==> src/rtl/wb_arbiter.sv <==
// wb_arbiter
// Merges two result streams onto one register-file write port.
//   - ALU results are single-cycle, cannot be held off, and always win the port.
//   - Slow results (load/mul/div) are handshaked into a small circular FIFO.
//     The FIFO drains into the port on cycles when the ALU is idle.
// Ports:
//   clk, rst_n                    clock and asynchronous active-low reset
//   alu_valid/alu_rd/alu_data     ALU result, no backpressure
//   lsu_valid/lsu_ready           slow-path handshake
//   lsu_rd/lsu_data               slow-path result
//   rd_addr/wr_data/wr_en         registered register-file write port
//   stall_req                     advisory front-end stall, high while the FIFO is full
//   pending_mask                  bit r set while a buffered slow result targets xr
module wb_arbiter #(
  parameter int DEPTH = 2
) (
  input  logic        clk,
  input  logic        rst_n,
  input  logic        alu_valid,
  input  logic [4:0]  alu_rd,
  input  logic [31:0] alu_data,
  input  logic        lsu_valid,
  output logic        lsu_ready,
  input  logic [4:0]  lsu_rd,
  input  logic [31:0] lsu_data,
  output logic [4:0]  rd_addr,
  output logic [31:0] wr_data,
  output logic        wr_en,
  output logic        stall_req,
  output logic [31:0] pending_mask
);

  localparam int PW = $clog2(DEPTH);
  localparam logic [PW:0] FULL_COUNT = (PW+1)'(DEPTH);

  logic [PW-1:0] head_reg, tail_reg;
  logic [PW:0]   count_reg, count_next;
  logic [4:0]    rd_mem   [DEPTH];
  logic [31:0]   data_mem [DEPTH];

  logic          wr_en_reg, wr_en_next;
  logic [4:0]    rd_addr_reg, rd_addr_next;
  logic [31:0]   wr_data_reg, wr_data_next;

  logic          push, pop;
  logic [DEPTH-1:0] entry_valid;

  assign lsu_ready = (count_reg < FULL_COUNT);
  assign stall_req = (count_reg == FULL_COUNT);

  // Results for x0 are accepted but thrown away.
  assign push = lsu_valid && lsu_ready && (lsu_rd != 5'd0);
  // An ALU result blocks the pop even when it targets x0 and writes nothing.
  assign pop  = !alu_valid && (count_reg != '0);

  always_comb begin
    count_next = count_reg;
    if (push && !pop) begin
      count_next = count_reg + 1'b1;
    end else if (pop && !push) begin
      count_next = count_reg - 1'b1;
    end
  end

  // Address and data hold their last written value when no write happens.
  always_comb begin
    wr_en_next   = 1'b0;
    rd_addr_next = rd_addr_reg;
    wr_data_next = wr_data_reg;
    if (alu_valid) begin
      if (alu_rd != 5'd0) begin
        wr_en_next   = 1'b1;
        rd_addr_next = alu_rd;
        wr_data_next = alu_data;
      end
    end else if (pop) begin
      wr_en_next   = 1'b1;
      rd_addr_next = rd_mem[head_reg];
      wr_data_next = data_mem[head_reg];
    end
  end

  always_ff @(posedge clk or negedge rst_n) begin
    if (!rst_n) begin
      head_reg    <= '0;
      tail_reg    <= '0;
      count_reg   <= '0;
      wr_en_reg   <= 1'b0;
      rd_addr_reg <= '0;
      wr_data_reg <= '0;
    end else begin
      if (push) tail_reg <= tail_reg + 1'b1;
      if (pop)  head_reg <= head_reg + 1'b1;
      count_reg   <= count_next;
      wr_en_reg   <= wr_en_next;
      rd_addr_reg <= rd_addr_next;
      wr_data_reg <= wr_data_next;
    end
  end

  // Storage needs no reset: only entries inside [head, head+count) are ever observed.
  always_ff @(posedge clk) begin
    if (push) begin
      rd_mem[tail_reg]   <= lsu_rd;
      data_mem[tail_reg] <= lsu_data;
    end
  end

  // An entry is live when its distance from head (mod DEPTH) is below count.
  generate
    for (genvar gi = 0; gi < DEPTH; gi++) begin : g_valid
      logic [PW-1:0] offset;
      assign offset          = PW'(gi) - head_reg;
      assign entry_valid[gi] = ({1'b0, offset} < count_reg);
    end
  endgenerate

  always_comb begin
    pending_mask = '0;
    for (int i = 0; i < DEPTH; i++) begin
      if (entry_valid[i]) pending_mask[rd_mem[i]] = 1'b1;
    end
    pending_mask[0] = 1'b0;
  end

  assign wr_en   = wr_en_reg;
  assign rd_addr = rd_addr_reg;
  assign wr_data = wr_data_reg;

endmodule

==> config.mk <==
export PLATFORM = sky130hd
export DESIGN_NAME = wb_arbiter
export DESIGN_NICKNAME = d
export VERILOG_FILES = /design/src/rtl/wb_arbiter.sv
export SDC_FILE = /design/constraint.sdc
export NUM_CORES = 1
export LEC_CHECK = 0
export CORE_UTILIZATION = 30
export DETAILED_ROUTE_END_ITERATION = 12
export DONT_BUFFER_PORTS = 1
export GPL_TIMING_DRIVEN = 0
export SYNTH_ARGS = -nofsm -noshare
export SYNTH_HDL_FRONTEND = slang
export SYNTH_SLANG_ARGS = --single-unit
==> constraint.sdc <==
create_clock -name clk -period 2.7 [get_ports clk]
set_input_delay 0.405 -clock clk [delete_from_list [all_inputs] [get_ports clk]]
set_output_delay 0.405 -clock clk [all_outputs]
set_load 0.05 [all_outputs]
==> results.sh <==
export IMPL_instances_no_fill=629
export IMPL_cts_buffers=17
export IMPL_ys_ff_latch=116
export IMPL_powerDensity_nw_per_um2=1160
export IMPL_portBuffers=0
export IMPL_grt_setup_unrepaired="true"
export IMPL_clock_latency_ns=0.41
export IMPL_synth_area_per_cell_um2=13.9
export IMPL_worstPathMaxFanout=8
export IMPL_hold_viol=0
export IMPL_fin_skew_ns=0.0102
export IMPL_arrival_ns=2.51
export IMPL_finalSetupTns_ns=-2.01
export IMPL_worst_pin_slew_ns=1.07
export IMPL_die_x_um=133
export IMPL_yosys_area_top_type="edfxtp_1"
export IMPL_yosysTopAreaCellShare=0.432
export IMPL_hpwlAfterDp_mm=8.83
export IMPL_die_y_um=133
export IMPL_ys_seq_area_frac=0.637
export IMPL_synth_edff_count=74
export IMPL_critical_path_class="flop to primary output"
export IMPL_synthArstFlopShare=0.362
export IMPL_fmax_mhz=344
export IMPL_crit_path_top_delay_cell="o22ai_1"
export IMPL_clkTransAtPathRegs_ns=0.05
export IMPL_area_growth_pct=20.5
export IMPL_syn_area_um2=5140
export IMPL_drv_cap=0
export IMPL_end_kind="primary output"
export IMPL_htree_num_levels=4
export IMPL_wl_per_cell_um=20.5
export IMPL_nets=475
export IMPL_grt_overflow_total=0
export IMPL_leakage_nw=2.33
export IMPL_maxSlewViolCount=0
export IMPL_pre_cts_slack_ns=0.224
export IMPL_firstDrtPassIters=4
export IMPL_worstHoldPathType="primary input to flop"
export IMPL_slowest_delay_ns=0.95
export IMPL_core_area_um2=16600
export IMPL_grt_pass1_wl_mm=19.4
export IMPL_period_needed_ns=2.91
export IMPL_yosysWarnings=0
export IMPL_die_area_um2=17700
export IMPL_syn_nets=450
export IMPL_vias=3183
export IMPL_vdd_drop_max_mv=0.436
export IMPL_fin_util=0.372
export IMPL_violations="setup timing"
export IMPL_postSynthCellCount=371
export IMPL_grt_pass1_vias=3464
export IMPL_place_gp_congestion=0.772
export IMPL_cts_sinks=116
export IMPL_drc=0
export IMPL_vias_per_cell=5.06
export IMPL_drive_above_1_share=0.247
export IMPL_drt_iter0_drc=113
export IMPL_synth_area_leaders="edfxtp_1, dfrtp_1, mux2i_1"
export IMPL_rows=47
export IMPL_io_pins=150
export IMPL_setup_violations=10
export IMPL_final_antenna_net_count=0
export IMPL_clk_path_buf_depth=2
export IMPL_outcome="finished, violations left"
export IMPL_initial_core_util=0.309
export IMPL_cp_required_ns=2.30
export IMPL_wl_mm=12.9
export IMPL_max_slew_margin=0.296
export IMPL_grt_max_degree=43
export IMPL_grt_antenna_before_repair=0
export IMPL_largest_register_ffs=64
export IMPL_fin_ws_ns=-0.211
export IMPL_total_power_mw=7.19
export IMPL_grt_use_total=0.148
export IMPL_crit_chain="buf_2, nor2b_1, o211ai_1, o22ai_1"
export IMPL_cts_root_buffer="clkbuf_16"
export IMPL_synth_flop_cell="edfxtp_1"
export IMPL_dp_cells=593
export IMPL_cts_tree="built"
export IMPL_cp_start_kind="flop"
export IMPL_num_antenna_cells=0
export IMPL_yosys_cell_types_count=35
export IMPL_period_share=1.08
-- Yosys cell counts (3+ instances only) --
cell,n
mux2_1,4
xnor2_1,3
nor2_1,6
o21ai_0,36
o22ai_1,31
edfxtp_1,74
mux2i_1,38
nand3_1,3
buf_2,3
mux2_2,14
buf_4,6
mux2_4,19
clkbuf_1,13
nand2_1,40
o211ai_1,4
nand3b_1,8
or3_1,3
dfrtp_1,42
inv_1,4
-- area by class of cell --
type / instances / area (µm²)
fillers: 1595 / 10400
flip-flops and latches: 116 / 3270
multi-input cells: 225 / 1840
clock buffers: 27 / 493
well taps: 220 / 275
plain buffers: 26 / 154
repair buffers: 6 / 92.6
clock inverters: 5 / 51.3
inverters: 4 / 15.0
-- power breakdown --
part	switching (mW)	internal, mW	total (mW)	leakage [nW]
logic	1.09	0.736	1.83	0.893
clock network	0.715	1.33	2.04	0.263
registers	0.968	2.35	3.32	1.18
-- per-layer routing --
layer	vias to the layer above	share of wire	global-route usage
li1	1433	-	-
met1	1611	0.39	0.160
met2	125	0.52	0.258
met3	14	0.083	0.0644
met4	0	0.013	0.0536
met5	-	0	0
-- cells in the final DEF (no fill, tap or decap), drive strengths merged, types with 2 or more instances in the layout --
| cell type | n |
|---|---|
| edfxtp | 74 |
| dfrtp | 42 |
| nand2 | 40 |
| clkbuf | 40 |
| mux2i | 38 |
| mux2 | 37 |
| o21ai | 36 |
| o22ai | 31 |
| buf | 18 |
| nand3b | 8 |
| nor2 | 6 |
| inv | 4 |
| o211ai | 4 |
| or3 | 3 |
| nand3 | 3 |
| xnor2 | 3 |
| or3b | 3 |
| clkinv | 3 |
| xor2 | 2 |
| nor2b | 2 |
-- through the flow --
stage	area [µm²]	hold slack, ns
final	6190	0.0870
after global routing	6190	0.0640
after CTS	6120	0.0659
after detailed placement	5470	0.111
after global placement	5420	0.111
after floorplan	5140	0.109
-- kinds of logic (layout without fill, tap and decap cells) --
| kind of cell | Yosys count | count (layout) | synth area share |
|---|---|---|---|
| buffers and inverters | 30 | 68 | 0.0329 |
| multiplexers | 75 | 75 | 0.169 |
| XOR/XNOR | 5 | 5 | 0.00852 |
| flip-flops | 116 | 116 | 0.637 |
| adder cells (fa/ha/maj) | 1 | 1 | 0.00243 |
| AO/OA/AOI/OAI | 75 | 75 | 0.0859 |
| AND/OR/NAND/NOR | 68 | 68 | 0.0640 |
| other | 1 | 1 | 0.000729 |
-- worst max-delay path: cells and delay by family, from the launching register on --
kind / cells / cell delay [ns]
AO/OA/AOI/OAI: 2 / 1.32
AND/OR/NAND/NOR: 1 / 0.28
buffers and inverters: 1 / 0.19
flip-flops: 1 / 0.31
-- worst paths after layout --
| path | end | slack [ns] | depth (start not counted) | from |
|---|---|---|---|---|
| max in group asynchronous | tail_reg$_DFFE_PN0P_ | 1.95 | 2 | rst_n |
| worst max register to register | data_mem[0][12]$_DFFE_PP_ | 0.30 | 5 | count_reg[1]$_DFFE_PN0P_ |
| worst max-delay path | pending_mask[23] | -0.21 | 4 | count_reg[0]$_DFFE_PN0P_ |
| worst min-delay path | data_mem[1][17]$_DFFE_PP_ | 0.09 | 0 | lsu_data[17] |
| worst min register to register | tail_reg$_DFFE_PN0P_ | 0.54 | 1 | tail_reg$_DFFE_PN0P_ |
| min in group asynchronous | wr_data[13]$_DFFE_PN0P_ | 0.53 | 2 | rst_n |
-- timing repair --
action | CTS | global route
gates resized for setup | 12 | 9
hold endpoints to repair | 42 | 0
buffers inserted | 0 | 2
pin swaps | 0 | 2
endpoints found under the setup margin | 31 | 26
hold buffers | 2 | 0
No activity file was read; power rests on OpenSTA's default activity.
